==> src/rtl/mem_port_arbiter.sv <==
// mem_port_arbiter: shares one memory port between instruction fetch and
// load/store traffic. Data requests win over fetches. Each transaction is
// sequenced IDLE -> BUSY -> RESP, with lane steering, load extension,
// misalignment checks and a bus timeout.
//
// Handshake: a requester raises *_req and holds it with its operands stable
// until its *_valid pulses for one cycle. On the memory side m_req stays high
// until m_ready pulses or the timeout expires. m_ready counts only while m_req
// is high, and it may arrive in the first m_req cycle.
module mem_port_arbiter #(
    parameter int WIDTH   = 32,
    parameter int TIMEOUT = 16
) (
    input  logic             clk,
    input  logic             rst,
    input  logic             if_req,
    input  logic [WIDTH-1:0] if_addr,
    output logic             if_valid,
    output logic [WIDTH-1:0] if_rdata,
    output logic             if_err,
    input  logic             d_req,
    input  logic             d_we,
    input  logic [2:0]       d_len,
    input  logic [WIDTH-1:0] d_addr,
    input  logic [WIDTH-1:0] d_wdata,
    output logic             d_valid,
    output logic [WIDTH-1:0] d_rdata,
    output logic             d_err,
    output logic             m_req,
    output logic             m_we,
    output logic [WIDTH-1:0] m_addr,
    output logic [WIDTH-1:0] m_wdata,
    output logic [3:0]       m_be,
    input  logic [WIDTH-1:0] m_rdata,
    input  logic             m_ready
);

    localparam int CW = (TIMEOUT > 2) ? $clog2(TIMEOUT) : 1;
    localparam logic [CW-1:0] LAST = CW'(TIMEOUT - 1);

    typedef enum logic [1:0] {IDLE, IF_BUSY, D_BUSY, RESP} state_t;

    state_t          state;
    logic [CW-1:0]   cnt;
    logic [2:0]      len_q;
    logic [1:0]      lo_q;

    logic [WIDTH-1:0] g_addr;
    logic             g_ok;
    logic [3:0]       g_be;
    logic [WIDTH-1:0] g_wdata;

    logic [7:0]       ld_b;
    logic [15:0]      ld_h;
    logic [WIDTH-1:0] ld_val;

    // Decode the request that would be granted: legality, lanes, store data
    always_comb begin
        g_addr  = d_req ? d_addr : if_addr;
        g_ok    = 1'b1;
        g_be    = 4'b1111;
        g_wdata = '0;
        if (d_req) begin
            case (d_len)
                3'd0, 3'd3: begin
                    g_be    = 4'b0001 << d_addr[1:0];
                    g_wdata = {4{d_wdata[7:0]}};
                end
                3'd1, 3'd4: begin
                    g_ok    = ~d_addr[0];
                    g_be    = 4'b0011 << {d_addr[1], 1'b0};
                    g_wdata = {2{d_wdata[15:0]}};
                end
                3'd2: begin
                    g_ok    = (d_addr[1:0] == 2'b00);
                    g_wdata = d_wdata;
                end
                default: g_ok = 1'b0;
            endcase
            if (!d_we) begin
                g_wdata = '0;
            end
        end else begin
            g_ok = (if_addr[1:0] == 2'b00);
        end
    end

    // Extract and extend the load result from the returned word
    always_comb begin
        case (lo_q)
            2'd0:    ld_b = m_rdata[7:0];
            2'd1:    ld_b = m_rdata[15:8];
            2'd2:    ld_b = m_rdata[23:16];
            default: ld_b = m_rdata[31:24];
        endcase
        ld_h = lo_q[1] ? m_rdata[31:16] : m_rdata[15:0];
        case (len_q)
            3'd0:    ld_val = {{(WIDTH-8){ld_b[7]}}, ld_b};
            3'd3:    ld_val = {{(WIDTH-8){1'b0}}, ld_b};
            3'd1:    ld_val = {{(WIDTH-16){ld_h[15]}}, ld_h};
            3'd4:    ld_val = {{(WIDTH-16){1'b0}}, ld_h};
            3'd2:    ld_val = m_rdata;
            default: ld_val = '0;
        endcase
    end

    // Transaction FSM with registered memory-side and response outputs
    always_ff @(posedge clk or posedge rst) begin
        if (rst) begin
            state    <= IDLE;
            cnt      <= '0;
            len_q    <= '0;
            lo_q     <= '0;
            m_req    <= 1'b0;
            m_we     <= 1'b0;
            m_addr   <= '0;
            m_wdata  <= '0;
            m_be     <= '0;
            if_valid <= 1'b0;
            if_rdata <= '0;
            if_err   <= 1'b0;
            d_valid  <= 1'b0;
            d_rdata  <= '0;
            d_err    <= 1'b0;
        end else begin
            if_valid <= 1'b0;
            d_valid  <= 1'b0;
            case (state)
                IDLE: begin
                    if (d_req || if_req) begin
                        cnt   <= '0;
                        len_q <= d_len;
                        lo_q  <= g_addr[1:0];
                        if (g_ok) begin
                            m_req   <= 1'b1;
                            m_we    <= d_req & d_we;
                            m_addr  <= {g_addr[WIDTH-1:2], 2'b00};
                            m_wdata <= g_wdata;
                            m_be    <= g_be;
                            state   <= d_req ? D_BUSY : IF_BUSY;
                        end else begin
                            // Illegal request: answer with an error, no bus cycle
                            state <= RESP;
                            if (d_req) begin
                                d_valid <= 1'b1;
                                d_err   <= 1'b1;
                                d_rdata <= '0;
                            end else begin
                                if_valid <= 1'b1;
                                if_err   <= 1'b1;
                                if_rdata <= '0;
                            end
                        end
                    end
                end
                IF_BUSY: begin
                    if (m_ready) begin
                        m_req    <= 1'b0;
                        if_valid <= 1'b1;
                        if_err   <= 1'b0;
                        if_rdata <= m_rdata;
                        state    <= RESP;
                    end else if (cnt == LAST) begin
                        m_req    <= 1'b0;
                        if_valid <= 1'b1;
                        if_err   <= 1'b1;
                        if_rdata <= '0;
                        state    <= RESP;
                    end else begin
                        cnt <= cnt + 1'b1;
                    end
                end
                D_BUSY: begin
                    if (m_ready) begin
                        m_req   <= 1'b0;
                        d_valid <= 1'b1;
                        d_err   <= 1'b0;
                        d_rdata <= m_we ? '0 : ld_val;
                        state   <= RESP;
                    end else if (cnt == LAST) begin
                        m_req   <= 1'b0;
                        d_valid <= 1'b1;
                        d_err   <= 1'b1;
                        d_rdata <= '0;
                        state   <= RESP;
                    end else begin
                        cnt <= cnt + 1'b1;
                    end
                end
                default: begin
                    // RESP: single response cycle, never grants
                    state <= IDLE;
                end
            endcase
        end
    end

endmodule

==> config.mk <==
export PLATFORM = sky130hd
export DESIGN_NAME = mem_port_arbiter
export DESIGN_NICKNAME = d
export VERILOG_FILES = /design/src/rtl/mem_port_arbiter.sv
export SDC_FILE = /design/constraint.sdc
export NUM_CORES = 1
export LEC_CHECK = 0
export CAP_MARGIN = 10
export CORE_UTILIZATION = 50
export CTS_CLUSTER_SIZE = 14
export DETAILED_ROUTE_END_ITERATION = 7
export GPL_TIMING_DRIVEN = 0
export PLACE_DENSITY = 0.88
export SLEW_MARGIN = 20
export SYNTH_ARGS = -nofsm -noshare
export SYNTH_HDL_FRONTEND = slang
export SYNTH_SLANG_ARGS = --single-unit
==> constraint.sdc <==
create_clock -name clk -period 11.95 [get_ports clk]
set_input_delay 2.39 -clock clk [delete_from_list [all_inputs] [get_ports clk]]
set_output_delay 2.39 -clock clk [all_outputs]
set_load 0.02 [all_outputs]
# After elaboration in Yosys (flattened, before gate mapping)
# Index checks and enable logic that the tools add are counted.
# word_totals
ff_bits	147
inputBits	137
out_inout_bits	138
# classes
n_shift	2
n_addsub	1
n_reduce_logical	20
n_eq_ne	23
mux	58
n_bitwise	2
# ops
operator	n
2-to-1 mux 32 bit	13
one-hot mux 32 bit (5 select lines)	1
one-hot mux 32 bit (2 select lines)	2
one-hot mux 32 bit (3 select lines)	1
one-hot mux 8 bit (3 select lines)	1
2-to-1 mux 1 bit	21
2-to-1 mux 16 bit	1
2-to-1 mux 4 bit	4
one-hot mux 4 bit (2 select lines)	2
inequality test 2 bit, second input constant	7
equality test 3 x 2 -> 1 bit, second input constant	4
2-to-1 mux 2 bit	5
one-hot mux 1 bit (2 select lines)	5
AND reduction 5 bit	2
logical NOT 2 bit	4
AND reduction 4 bit	2
equality test 3 x 1 -> 1 bit, second input constant	2
equality test 3 bit, second input constant	2
logical NOT 3 bit	2
inequality test 3 bit, second input constant	2
nonzero test 2 bit	3
OR reduction 2 bit	3
adder 4 x 1 -> 4 bit, second input constant	1
equality test 2 x 1 -> 1 bit, second input constant	2
other kinds (12)	14

# Logic depth before layout (Yosys ltp)
# depth
ltp_word	7
mapped_depth	9

# Worst setup path before layout
# Ideal clock, no wire load.
# synth_timing
path_type	input to register
from	in d_len[0]
to	reg d_err
cell_stages	5
path_buffers	1
t_arrival_ns	3.715
slack_ns	8.107
setup_time_ns	0.128
required_ns	11.822
path_cell_list	or3_1 a41o_1 o21ai_2 buf_2 mux2_1
# synth_between
elab_chain_cells	6
word_cells_on_any_way	11
# synth_lines
item	line_no	rtl
start, declared	23	input logic [2:0] d_len,
equality test 3 x 1 -> 1 bit, or another cell as far along	64	case (d_len)
OR reduction 2 bit	64	
one-hot mux 1 bit (3 select lines) (*)	64	
2-to-1 mux 1 bit (*)	63	if (d_req) begin
inequality test 2 bit (no source line) (*)	--	
AND reduction 5 bit (no source line) (*)	--	
end signal, assigned	124	d_err <= 1'b0;
end signal, assigned	146	d_err <= 1'b1;
end signal, assigned	177	d_err <= 1'b0;
end, declared	28	output logic d_err,
# Every way passes the cells marked *; elsewhere a longest branch is shown, timed or not.
# A chain may end at the register's enable or synchronous reset.

# Worst setup path in the final report
# layout_timing
from	in d_len[1]
to	reg m_wdata[23]
# layout_between
elab_chain_cells	5
word_cells_on_any_way	13
# layout_lines
item	line_no	rtl
equality test 3 x 1 -> 1 bit, or another cell as far along	64	
OR reduction 2 bit	64	
one-hot mux 1 bit (3 select lines) or one-hot mux 32 bit (3 select lines) (tied branches)	64	
2-to-1 mux 1 bit or 2-to-1 mux 32 bit (tied branches)	63, 80	
AND reduction 3 bit (no source line) or 2-to-1 mux 32 bit (tied branches)	--	
end signal, assigned	138	m_wdata <= g_wdata;
end, declared	32	output logic [WIDTH-1:0] m_wdata,
# Parallel ways exist; a longest one is shown, timed or not.

==> summary.md <==
| Metric | Value |
|---|---|
| Internal | between 0.0015 and 0.002 W |
| Crit path max-delay family | buffers and inverters |
| Core area | 15430 um2 |
| CTS Root Cell | clkbuf_16 |
| Vias per cell | between 5 and 6 |
| Met1 Wirelength | 10570 um |
| Placement Setup Slack | 7.191 ns |
| Starting Density | 52.06% |
| DRT Pass-1 Iters | 5 |
| VDD IR-drop max | 127.8 uV |
| Antenna-violating nets left | 0 |
| Cell Count Post-Placement | about 1300 |
| Top_reg_cell synth | dfrtp_1 |
| CTS tree | done |
| Type of the worst min-delay path | flop to flop |
| Share of cells above drive strength 1 | 9.516% |
| Reg clk slew, reported paths | 0.06 ns |
| Number of H-tree branching levels | 4 |
| Setup_tns | 0 ns |
| Seq/Total Area, Yosys | 45.80% |
| Worst EP arrival | about 4.7 ns |
| Hold slack | between 0.4 and 0.5 ns |
| Dpl hpwl | about 20000 um |
| Area contributors post-synth | dfrtp_1 (46%), nand2_1 (7.9%), mux2i_1 (7.2%) |
| Tot GR Track Use | 33.69% |
| Crit-path slowest cell | clkdlybuf4s50_1 |
| Final setup viols | 0 |
| Placer's final routability congestion estimate | between 0.9 and 1 |
| Num Clock Sinks | 147 |
| CP endpoint kind | flop |
| EDFF count, synth | 0 |
| Area of the multi-input gates | 3946 um2 |
| WL met2 | 13450 um |
| Clock period minus worst slack | 4.327 ns |
| Crit-path cells | clkdlybuf4s50_1 -> buf_2 -> nor2b_1 -> nor2b_1 -> mux2_2 -> a22o_1 |
| RSZ-0062 raised after global routing | false |
| Max Cap Viol | 0 |
| Netlist cell types | 67 |
| GRT overflow | 0 |
| Net switching power | 0.001138 W |
| DR WL met3 | about 2400 um |
| CTS max path bufs | 2 |
| Net Sw Frac | 41.26% |
| Combinational power share | 51.3% |
| Sequential share of power | between 20% and 30% |
| CP startpoint kind | input port |
| Clock power share | between 20% and 30% |
| Slew of the pin with the lowest slew margin | 0.9113 ns |
| Worst setup margin | between 7 and 8 ns |
| Standby leakage power | 4.946 nW |
| IO Count | approximately 280 |
| Fmax | 231.1 MHz |
| CTS Hold Buffers Added | 0 |
| Crit Path Category | input port to flop |
| Status | finished, final reports clean |
| Post-synth top area cell | dfrtp_1 |
| Wire length per cell | 20.08 um |
| FILL cells | 1099 |
| Initial antenna violation count | 1 |
| Port-buffer cells | 271 |
| DRC | 0 |
| Slowest stage delay, CP | 0.57 ns |
| Post-synth ARST share | 100.0% |
| Worst Path Buf+Inv | 2 |
| Synthesis Warnings | 0 |
| Routed WL | approximately 27000 um |
| Global-route wire length before repair | 41770 um |
| Cell Area, Synth | approximately 8000 um2 |
| Number of buffers created by CTS | 17 |
| FF/Latch Area | 3679 um2 |
| Final Skew | 0.007425 ns |
| Row count | 45 |
| Flops & latches, synth | 147 |
| Mean Syn Cell Area | 9.438 um2 |
| Die width | between 100 and 150 um |
| Largest net degree at the start of global routing | approximately 100 |
| Fin cells | between 1000 and 1500 |
| Post-CTS setup repair buffer count | 0 |
| Final max-slew violation count | 0 |
| Clk_lat worst skew | 0.43 ns |
| Slew HR | 39.06% |
| Area fraction of the dominant cell type after synthesis | 45.80% |
| Pwr dens | approximately 240 nW/um2 |
| Tcrit/Tclk final | 36.21% |
| Post-CTS Resized | 0 |
| Critical Path RT | between 10 and 15 ns |
| Die Footprint | 16570 um2 |
| Crit Path Max Fanout | 10 |
| Total via count in the routed design | around 8000 |
| Final hold viol count | 0 |
| Initial drt markers | 654 |
| Top Layer Used | met4 |
| Cell mode on critical path | nor2b_1 |
| Mapped Cells | 851 |
| Total power | 0.002758 W |
| Die height | 128.7 um |
| Area Overhead vs Synth | 45.27% |
| Vias in the first global route | around 7700 |
| Layout net count | 1285 |
==> placed cells by master (no fill, tap or decap), types with 3 or more instances in the layout <==
master	Yosys	layout
a21oi_1	44	44
o21ai_1	38	38
clkdlybuf4s50_1	0	271
a211oi_1	8	8
ha_1	5	5
nor2_1	18	18
clkinv_4	0	4
buf_1	4	4
a221oi_1	7	7
clkbuf_1	34	34
a22oi_1	7	7
o22ai_1	6	6
buf_6	6	6
a2bb2oi_1	9	9
nand2b_1	10	10
a22o_1	34	34
nor2b_1	17	17
buf_2	19	19
clkinvlp_4	0	3
o21ai_0	68	68
and2_1	4	4
clkbuf_16	0	17
bufinv_16	0	3
mux2_2	22	22
o32ai_1	7	7
o21ai_2	11	11
dfrtp_1	147	147
o31ai_1	19	19
inv_6	0	3
a21o_1	10	10
buf_4	10	10
nand3b_1	8	8
inv_1	7	6
mux2i_1	58	58
nand2_1	168	168
==> per-layer routing <==
| metal | vias up | track usage (%) |
|---|---|---|
| met5 | - | 0 |
| met4 | 0 | 15.50 |
| met3 | 73 | 8.399 |
| met2 | 440 | 56.44 |
| met1 | 3848 | 41.03 |
| li1 | 3649 | - |
==> through the flow <==
stage	area (um2)	util, %
CTS	11660	75.61
global placement	11010	71.38
finish	11670	75.63
global route	11670	75.63
detailed placement	11050	71.61
floorplan	8035	-
==> cell usage after synthesis, types with 5 or more instances <==
master / number
a21oi_1: 44
o22ai_1: 6
mux2_2: 22
a22o_1: 34
o21ai_0: 68
buf_6: 6
inv_1: 7
nor2b_1: 17
ha_1: 5
a211oi_1: 8
buf_4: 10
nand3b_1: 8
o21ai_1: 38
mux2i_1: 58
buf_2: 19
o21ai_2: 11
nor2_1: 18
a21o_1: 10
o31ai_1: 19
a221oi_1: 7
dfrtp_1: 147
a2bb2oi_1: 9
clkbuf_1: 34
nand2_1: 168
a22oi_1: 7
o32ai_1: 7
nand2b_1: 10
==> final timing paths <==
| kind | startpoint | endpoint | slack (ns) | cells after the start |
|---|---|---|---|---|
| min in group asynchronous | rst | if_rdata[7]$_DFFE_PP0P_ | 2.35 | 2 |
| setup / recovery | d_len[1] | m_wdata[23]$_DFFE_PP0P_ | 7.62 | 6 |
| setup reg to reg | cnt[0]$_DFFE_PP0P_ | if_rdata[18]$_DFFE_PP0P_ | 9.53 | 8 |
| hold reg to reg | if_rdata[22]$_DFFE_PP0P_ | if_rdata[22]$_DFFE_PP0P_ | 0.48 | 2 |
| max in group asynchronous | rst | m_wdata[10]$_DFFE_PP0P_ | 8.82 | 3 |
| hold / removal | if_rdata[22]$_DFFE_PP0P_ | if_rdata[22]$_DFFE_PP0P_ | 0.48 | 2 |
==> logic make-up after synthesis <==
logic type,Yosys count,share of synthesized area (%)
xor gates and xnor gates,2,0.3116
AOI/OAI and AO/OA,287,23.54
buffers and inverters,81,5.110
DFF,147,45.80
muxes,81,10.45
and+or+nand+nor,247,13.96
adders and majority gates,5,0.7789
other,1,0.04669
==> power by group through the flow <==
stage | clock [W] | combinational, W | sequential [W]
floorplan | 0 | 0.000611 | 0.000968
global placement | 0 | 0.00138 | 0.000779
detailed placement | 0 | 0.00140 | 0.000782
CTS | 0.000564 | 0.00141 | 0.000778
global route | 0.000587 | 0.00151 | 0.000797
finish | 0.000563 | 0.00142 | 0.000780
==> area by class of cell <==
type | count | share of cell area (%)
well taps | 211 | 2.263
diodes | 1 | 0.02145
inverters | 8 | 0.3217
repair buffers | 272 | 23.49
plain buffers | 73 | 3.260
flip-flops and latches | 147 | 31.53
clock buffers | 18 | 3.764
multi-input cells | 624 | 33.82
clock inverters | 14 | 1.534
==> registers in the layout, indices dropped and copies added, names as in the netlist <==
name / count
d_rdata: 32
if_rdata: 32
m_wdata: 32
m_addr: 30
cnt: 4
m_be: 4
len_q: 3
lo_q: 2
state: 2
d_err: 1
d_valid: 1
if_err: 1
if_valid: 1
m_req: 1
m_we: 1
==> tightest hold or removal path: stages (launching register included) <==
cell	delay, ns
dfrtp_1	0.34
nand2_1	0.05
o21ai_0	0.06
No activity file was read; power rests on OpenSTA's default activity.
